[src/rtl/mul_div_unit.sv]
// ---------------------------------------------------------------------------
// mul_div_unit
//
// Iterative unsigned multiply/divide execution stage. It takes its operands
// from the RegisterFile read ports and returns one write-back (data,
// destination, active-low write enable) to the RegisterFile write port.
// The unit performs one radix-2 step per clock.
//
// Parameters
//   DataWidth   operand/result width; also the number of iteration steps
//   SelectSize  register-select width (matches RegisterFile)
//
// Ports
//   clk_i        system clock, rising edge
//   reset_i      synchronous active-high reset
//   start_i      operation request, accepted only while busy_o is low
//   op_i         0 = multiply (a*b), 1 = divide (a/b)
//   src1_i       operand a (multiplicand / dividend)
//   src2_i       operand b (multiplier / divisor)
//   dst_i        destination register for the result
//   busy_o       high while an operation is in RUN or WB
//   done_o       one-cycle pulse in WB
//   result_o     low product word / quotient
//   reg_we_o     active-low RegisterFile write enable, low only in WB
//   reg_dst_o    destination register latched at accept
//   div_zero_o   last accepted divide had b == 0 (cleared by the next accept)
//   hi_o         upper product word / remainder (MULDIV_HIGH_WORD_EN only)
//
// Optional feature macro: MULDIV_HIGH_WORD_EN adds the hi_o output.
// ---------------------------------------------------------------------------
module mul_div_unit #(
    parameter int DataWidth  = 16,
    parameter int SelectSize = 3
) (
    input  logic                  clk_i,
    input  logic                  reset_i,
    input  logic                  start_i,
    input  logic                  op_i,
    input  logic [DataWidth-1:0]  src1_i,
    input  logic [DataWidth-1:0]  src2_i,
    input  logic [SelectSize-1:0] dst_i,
    output logic                  busy_o,
    output logic                  done_o,
    output logic [DataWidth-1:0]  result_o,
    output logic                  reg_we_o,
    output logic [SelectSize-1:0] reg_dst_o,
    output logic                  div_zero_o
`ifdef MULDIV_HIGH_WORD_EN
    ,
    output logic [DataWidth-1:0]  hi_o
`endif
);

    localparam int CntWidth = $clog2(DataWidth + 1);
    localparam logic [CntWidth-1:0] CntLoad = CntWidth'(DataWidth);

    localparam logic [1:0] StIdle = 2'd0;
    localparam logic [1:0] StRun  = 2'd1;
    localparam logic [1:0] StWb   = 2'd2;

    logic [1:0]             state_q, state_d;
    logic [CntWidth-1:0]    count_q, count_d;
    // Shared working register: multiply {acc_hi, multiplier/acc_lo},
    // divide {remainder, dividend/quotient}.
    logic [2*DataWidth-1:0] work_q, work_d;
    // Multiply keeps the multiplicand here, divide keeps the divisor.
    logic [DataWidth-1:0]   operand_q, operand_d;
    logic                   op_q, op_d;
    logic [DataWidth-1:0]   result_q, result_d;
    logic [SelectSize-1:0]  reg_dst_q, reg_dst_d;
    logic                   div_zero_q, div_zero_d;
`ifdef MULDIV_HIGH_WORD_EN
    logic [DataWidth-1:0]   hi_q, hi_d;
`endif

    logic [DataWidth:0]     mul_sum;
    logic [2*DataWidth-1:0] mul_next;
    logic [DataWidth:0]     div_shift;
    logic                   div_ge;
    logic [DataWidth-1:0]   div_sub;
    logic [2*DataWidth-1:0] div_next;

    // One radix-2 step of each algorithm, computed from the working register.
    // Multiply adds the multiplicand into the upper half when the current
    // multiplier LSB is set, then shifts the whole accumulator right.
    // Restoring divide shifts the next dividend bit into the remainder and
    // subtracts the divisor when it fits; the subtraction is done modulo
    // 2^DataWidth because a successful subtract always fits in DataWidth bits.
    always_comb begin
        mul_sum   = {1'b0, work_q[2*DataWidth-1:DataWidth]} + {1'b0, operand_q};
        mul_next  = work_q[0] ? {mul_sum, work_q[DataWidth-1:1]}
                              : {1'b0, work_q[2*DataWidth-1:1]};
        div_shift = {work_q[2*DataWidth-1:DataWidth], work_q[DataWidth-1]};
        div_ge    = div_shift >= {1'b0, operand_q};
        div_sub   = div_shift[DataWidth-1:0] - operand_q;
        div_next  = div_ge ? {div_sub, work_q[DataWidth-2:0], 1'b1}
                           : {div_shift[DataWidth-1:0], work_q[DataWidth-2:0], 1'b0};
    end

    // Control FSM and next-state for every register.
    // RUN performs DataWidth steps and then spends one more edge loading the
    // result registers on the way into WB. A divide by zero enters RUN with a
    // zero count, so it skips every step and takes only that load edge.
    always_comb begin
        state_d    = state_q;
        count_d    = count_q;
        work_d     = work_q;
        operand_d  = operand_q;
        op_d       = op_q;
        result_d   = result_q;
        reg_dst_d  = reg_dst_q;
        div_zero_d = div_zero_q;
`ifdef MULDIV_HIGH_WORD_EN
        hi_d       = hi_q;
`endif
        case (state_q)
            StIdle: begin
                if (start_i) begin
                    state_d    = StRun;
                    count_d    = CntLoad;
                    op_d       = op_i;
                    reg_dst_d  = dst_i;
                    div_zero_d = 1'b0;
                    if (op_i) begin
                        operand_d = src2_i;
                        work_d    = {{DataWidth{1'b0}}, src1_i};
                        if (src2_i == '0) begin
                            // Quotient all ones, remainder = dividend.
                            div_zero_d = 1'b1;
                            count_d    = '0;
                            work_d     = {src1_i, {DataWidth{1'b1}}};
                        end
                    end else begin
                        operand_d = src1_i;
                        work_d    = {{DataWidth{1'b0}}, src2_i};
                    end
                end
            end
            StRun: begin
                if (count_q != '0) begin
                    work_d  = op_q ? div_next : mul_next;
                    count_d = count_q - CntWidth'(1);
                end else begin
                    state_d  = StWb;
                    result_d = work_q[DataWidth-1:0];
`ifdef MULDIV_HIGH_WORD_EN
                    hi_d     = work_q[2*DataWidth-1:DataWidth];
`endif
                end
            end
            StWb:    state_d = StIdle;
            default: state_d = StIdle;
        endcase
    end

    // State registers with synchronous reset.
    always_ff @(posedge clk_i) begin
        if (reset_i) begin
            state_q    <= StIdle;
            count_q    <= '0;
            work_q     <= '0;
            operand_q  <= '0;
            op_q       <= 1'b0;
            result_q   <= '0;
            reg_dst_q  <= '0;
            div_zero_q <= 1'b0;
`ifdef MULDIV_HIGH_WORD_EN
            hi_q       <= '0;
`endif
        end else begin
            state_q    <= state_d;
            count_q    <= count_d;
            work_q     <= work_d;
            operand_q  <= operand_d;
            op_q       <= op_d;
            result_q   <= result_d;
            reg_dst_q  <= reg_dst_d;
            div_zero_q <= div_zero_d;
`ifdef MULDIV_HIGH_WORD_EN
            hi_q       <= hi_d;
`endif
        end
    end

    assign busy_o     = (state_q != StIdle);
    assign done_o     = (state_q == StWb);
    assign reg_we_o   = (state_q != StWb);
    assign result_o   = result_q;
    assign reg_dst_o  = reg_dst_q;
    assign div_zero_o = div_zero_q;
`ifdef MULDIV_HIGH_WORD_EN
    assign hi_o       = hi_q;
`endif

endmodule

[config.mk]
export PLATFORM = sky130hd
export DESIGN_NAME = mul_div_unit
export DESIGN_NICKNAME = d
export VERILOG_FILES = /design/src/rtl/mul_div_unit.sv
export SDC_FILE = /design/constraint.sdc
export NUM_CORES = 1
export LEC_CHECK = 0
export ABC_AREA = 1
export BUFFER_PORTS_ARGS = -buffer_cell sky130_fd_sc_hd__buf_4
export CAP_MARGIN = 20
export CORE_ASPECT_RATIO = 0.5
export CORE_MARGIN = 3
export CORE_UTILIZATION = 60
export DETAILED_ROUTE_END_ITERATION = 16
export PLACE_DENSITY = 0.88
export SLEW_MARGIN = 15
export SYNTH_ARGS = -nofsm -noshare
export SYNTH_HDL_FRONTEND = slang
export SYNTH_SLANG_ARGS = --single-unit
[constraint.sdc]
create_clock -name clk_i -period 2.3 [get_ports clk_i]
set_input_delay 0.46 -clock clk_i [delete_from_list [all_inputs] [get_ports clk_i]]
set_output_delay 0.46 -clock clk_i [all_outputs]
set_load 0.02 [all_outputs]
======== After elaboration in Yosys (flattened, before gate mapping) ========
Index checks and enable logic that the tools add are counted.
word-level totals
  input port bits ......................... 39
  bits in registers ....................... 76
  word-level logic and storage cells ...... 47
  output and inout port bits .............. 23
operators by class
  multiplexer cells ....................... 19
  eq/ne operators ......................... 6
  reductions and logical operators ........ 9
  bitwise operators ....................... 1
  add/sub/neg operators ................... 3
  order comparisons ....................... 1
operator list
  cell                   number
  $mux W32               7
  $pmux W32 S2           1
  $mux W5                4
  $add A16 B16 Y17       1
  $ge A17 B16 Y1         1
  $logic_not A16 Y1      1
  $mux W16               1
  $sub A16 B16 Y16       1
  $pmux W5 S2            1
  $ne A2 B2 Y1 const B   4
  $reduce_and A2 Y1      3
  $reduce_bool A5 Y1     1
  $sub A5 B1 Y5 const B  1
  $mux W2                2
  $pmux W2 S2            1
  $reduce_bool A2 Y1     2
  $reduce_and A3 Y1      1
  $eq A2 B1 Y1 const B   1
  $eq A2 B2 Y1 const B   1
  $logic_not A2 Y1       1
  $mux W1                2
  $not A1 Y1             1

======== Logic depth before layout (Yosys ltp) ========
  word-level depth ........................ 5
  mapped depth ............................ 16
  gate-level depth less buffers ........... 16

======== Worst setup path before layout ========
Ideal clock, no wire load.
  kind .................................... reg2reg
  from .................................... register work_q[16]
  to ...................................... register work_q[25]
  setup slack ............................. 0.413 ns
  stages on the path, launching flop included .. 14
  period minus slack after synthesis ...... 1.887 ns
  setup time .............................. 0.112 ns
  data arrival time ....................... 1.775 ns
  cell sequence ........................... dfxtp_1 ha_1 fa_1 nand2_1 nand3_1 nand3_1 nand2_1 nand2_1 a21o_1 nand3_1 a21oi_1 nand2_1 nand2_1 nand2_1
on the way
  word-level cells in the longest chain between the ends .. 5
  elaborated cells on any way between the ends .. 8
  those cells by class .................... 2 x add/sub; 1 x order compare; 5 x mux
ends and longest elaborated chain
  item                                            RTL line  source
  start: declaration                              65        logic [2*DataWidth-1:0] work_q, work_d;
  start signal: assignment                        173       work_q <= work_d;
  $add A16 B16 Y17, or another cell as far along  90        mul_sum = {1'b0, work_q[2*DataWidth-1:DataWidth]} + {1'b0, operand_q};
  $mux W32, on equally long branches              91, 96
  $mux W32 (*)                                    141       work_d = op_q ? div_next : mul_next;
  $mux W32 (*)                                    140       if (count_q != '0) begin
  $pmux W32 S2 (*)                                116       case (state_q)
Every way passes the cells marked *; elsewhere a longest branch is shown, timed or not. The select of a mux whose other input is x is not followed.
A chain may end at the register's enable or synchronous reset.

======== Final worst setup path ========
  from .................................... register operand_q[8]
  to ...................................... register work_q[31]
on the way
  word-level cells in the longest chain between the ends .. 5
  elaborated cells on any way between the ends .. 8
  those cells by class .................... 2 x add/sub; 1 x order compare; 5 x mux
ends and longest elaborated chain
  item                                            RTL line  source
  start: declaration                              67        logic [DataWidth-1:0] operand_q, operand_d;
  start signal: assignment                        174       operand_q <= operand_d;
  $add A16 B16 Y17, or another cell as far along  90
  $mux W32, on equally long branches              91, 96
  $mux W32 (*)                                    141
  $mux W32 (*)                                    140
  $pmux W32 S2 (*)                                116
Marked as above.

==> results.py <==
metrics = {
    "timing": {
        "drv_slew": 0,
        "finClkSkew_ns": 0.00758,
        "period_needed_ns": 2.26,
        "hold_viol": 0,
        "tns_ns": 0,
        "finalSetupViolations": 0,
        "hold_ws_ns": 0.372,
        "period_share_pct": 98.1,
        "relSlewSlack_pct": 59.7,
        "fmax_mhz": 443,
        "tightest_slew_ns": 0.600,
        "setup_ws_ns": 0.0426,
        "rsz0062_at_grt": "true",
    },
    "floorplan": {
        "start_util_pct": 62.7,
        "io-pin-count": 62,
        "die_y_um": 77.0,
        "die_area_um2": 11400,
        "core_area_um2": 9630,
        "die_w_um": 148,
        "rows": 25,
    },
    "drt": {
        "ant_nets": 0,
        "avgRoutedWirePerCell_um": 17.7,
        "drt_wl_total_mm": 20.7,
        "drc_errors": 0,
        "vias_per_cell": 5.95,
        "drt_iter0_markers": 892,
        "dr.pass1.iters": 6,
        "vias": 6955,
    },
    "clock_network": {
        "worstSkewPairLatency_ns": 0.34,
        "numCtsBuffers": 9,
        "clockBufferDepth": 2,
        "cts-root-buf": "clkbuf_16",
        "cts-htree-levels": 3,
        "cts_tree": "yes",
        "clk_pin_slew_worst_paths_ns": 0.07,
        "clock-sinks": 76,
    },
    "global_routing": {
        "overflow": 0,
        "grt_pass1_wl_mm": 32.8,
        "antenna_found_initial": 1,
        "grt_pass1_vias": 6409,
        "grt_use_total_pct": 35.9,
        "grt_max_degree": 41,
    },
    "setup_path": {
        "path_common_cell": "nand2_1",
        "crit_required_ns": 2.53,
        "arrival_ns": 2.49,
        "cp_slowest_cell": "dfxtp_1",
        "end_kind": "flip-flop",
        "start_kind": "flip-flop",
        "cp_cell_sequence": "inv_1, ha_4, nand2_2, buf_4, nor2_2, nand2_1, nand3_2, nand2_4, nand2_4, buf_12, inv_1, nand2_1, nand3_1, nand2_1, a21oi_2",
        "critPathMaxFanout": 7,
        "cpPeakStageDelay_ns": 0.37,
        "path_class": "reg -> reg",
    },
    "power": {
        "leakage_nw": 3.38,
        "p_per_area_nw_per_um2": 904,
        "peakVddDrop_v": 0.000535,
    },
    "logic_synthesis": {
        "seq_area_frac_synth_pct": 25.2,
        "synth_seq_cells": 76,
        "synth.top_cell.area_share_pct": 25.2,
        "ys_top_cells_by_area": "dfxtp_1 (25%), nand2_1 (15%), inv_1 (8.3%)",
        "ys.flop_type": "dfxtp_1",
        "ys_types": 46,
        "netlist_area_um2": 6040,
        "yosysWarnings": 0,
        "synth_fp_nets": 1042,
        "synth-edff-count": 0,
        "syn_avg_cell_area_um2": 6.25,
        "synth_cells": 967,
        "async_flop_share_pct": 0,
        "synth_top_area_cell": "dfxtp_1",
    },
    "cells_and_area": {
        "multi_input_area_um2": 3930,
        "n_antenna_cell": 0,
        "final_area_um2": 7170,
        "synthToLayoutAreaGrowth_pct": 18.6,
        "fill_cells": 811,
        "finalNetCount": 1103,
        "seqCellArea_um2": 1530,
        "drive_gt1_share_pct": 15.9,
    },
    "run_status": {
        "status": "complete, no violations",
    },
    "placed_design": {
        "gp_congestion": 1.01,
        "dp_slack_ns": 0.0388,
        "hpwl_mm": 15.4,
        "io_buffers": 61,
        "place_area_um2": 6690,
    },
    "flow_run": {
        "drv_cap": 0,
    },
    "min_path": {
        "hp-class": "in -> reg",
    },
}
[where the power goes]
group          internal (W)  switching (W)  leakage [nW]  total (W)
Clock              0.000739       0.000621         0.122    0.00136
Combinational       0.00126        0.00219          2.63    0.00344
Sequential          0.00151       0.000167         0.626    0.00168
Total               0.00351        0.00298          3.38    0.00648
[flip-flops by register name (all words and copies together) (netlist names)]
register / cells
reg_dst_o: 3
state_q: 2
result_o: 16
div_zero_o: 1
work_q: 32
count_q: 5
operand_q: 16
op_q: 1
[cell usage after synthesis (13+ instances only)]
master and count:
dfxtp_1 76, inv_1 134, nand3_1 83, clkbuf_1 23
mux2i_1 14, ha_1 34, a21oi_1 96, nor2_1 58
nand2_1 245, o21ai_0 65, o211ai_1 13, o22ai_1 15
[layout by cell type (no fill, tap or decap), types with 2 or more instances in the layout]
cell        count
a31oi_1         2
ha_2            3
nand2_2         7
nand2_1       241
o21ai_1         5
clkbuf_16       9
a21oi_2         5
o22ai_1        15
nor2_1         57
xor2_1          7
a41oi_1        12
clkinvlp_4      4
inv_6           2
nor2_2          4
inv_2           7
a21oi_1        94
xnor2_1         7
ha_4           10
dfxtp_2         7
nand3_1        81
nand3_2         5
o21bai_1        3
o211ai_1       13
dfxtp_1        69
inv_1         134
buf_12          2
nor2_4          3
mux2i_1        14
o21ai_0        65
nor3_1          8
nand2_4         2
buf_4          91
ha_1           21
nand4_1        10
[metrics by stage]
stage / util [%] / power [W] / instances
2_1_floorplan: - / 0.00388 / 967
3_3_place_gp: 69.4 / 0.00480 / 1149
3_5_place_dp: 69.4 / 0.00482 / 1149
4_1_cts: 72.3 / 0.00618 / 1165
5_1_grt: 74.4 / 0.00687 / 1168
6_report: 74.4 / 0.00648 / 1168
[cells by family (layout without fill, tap and decap cells)]
logic type / count (synthesis) / in the layout / synth area share (%)
flip-flops: 76 / 76 / 25.2
multiplexers: 14 / 14 / 2.32
buffers and inverters: 186 / 252 / 12.7
AND/OR/NAND/NOR: 421 / 421 / 29.6
AO/OA/AOI/OAI: 220 / 220 / 20.5
adder cells (fa/ha/maj): 36 / 36 / 7.70
XOR/XNOR: 14 / 14 / 2.03
[metal layers]
metal,vias to the layer above,part of all wire (%),track usage (%)
met5,-,0.039,0
met4,2,2.9,12.0
met3,71,13,11.0
met2,454,42,53.6
met1,3110,43,49.5
li1,3318,-,-
[area by class of cell]
cell class / count / area share (%)
Tap cell: 135 / 2.36
Timing Repair Buffer: 93 / 10.1
Multi-Input combinational cell: 705 / 54.8
Clock buffer: 10 / 3.19
Clock inverter: 6 / 0.663
Sequential cell: 76 / 21.3
Inverter: 143 / 7.52
[repair_timing]
action,CTS,global route
gates resized for setup,0,39
endpoints found under the setup margin,0,19
hold buffers,0,0
buffers inserted,0,3
[path summary, 6_finish.rpt]
kind	start	to	slack [ns]	cells past startpoint
worst min-delay path	dst_i[1]	reg_dst_o[1]$_SDFFE_PP0P_	0.37	3
worst max register to register	operand_q[8]$_SDFFE_PP0P_	work_q[31]$_SDFFE_PP0P_	0.04	15
worst min register to register	result_o[1]$_SDFFE_PP0P_	result_o[1]$_SDFFE_PP0P_	0.46	2
worst max-delay path	operand_q[8]$_SDFFE_PP0P_	work_q[31]$_SDFFE_PP0P_	0.04	15
[worst max-delay path: cells and delay by family (launching register included)]
family                   cells  cell delay, ns
adder cells (fa/ha/maj)      1            0.31
AO/OA/AOI/OAI                1            0.05
AND/OR/NAND/NOR              9            0.94
buffers and inverters        4            0.46
flip-flops                   1            0.37
No activity file was read; power rests on OpenSTA's default activity.
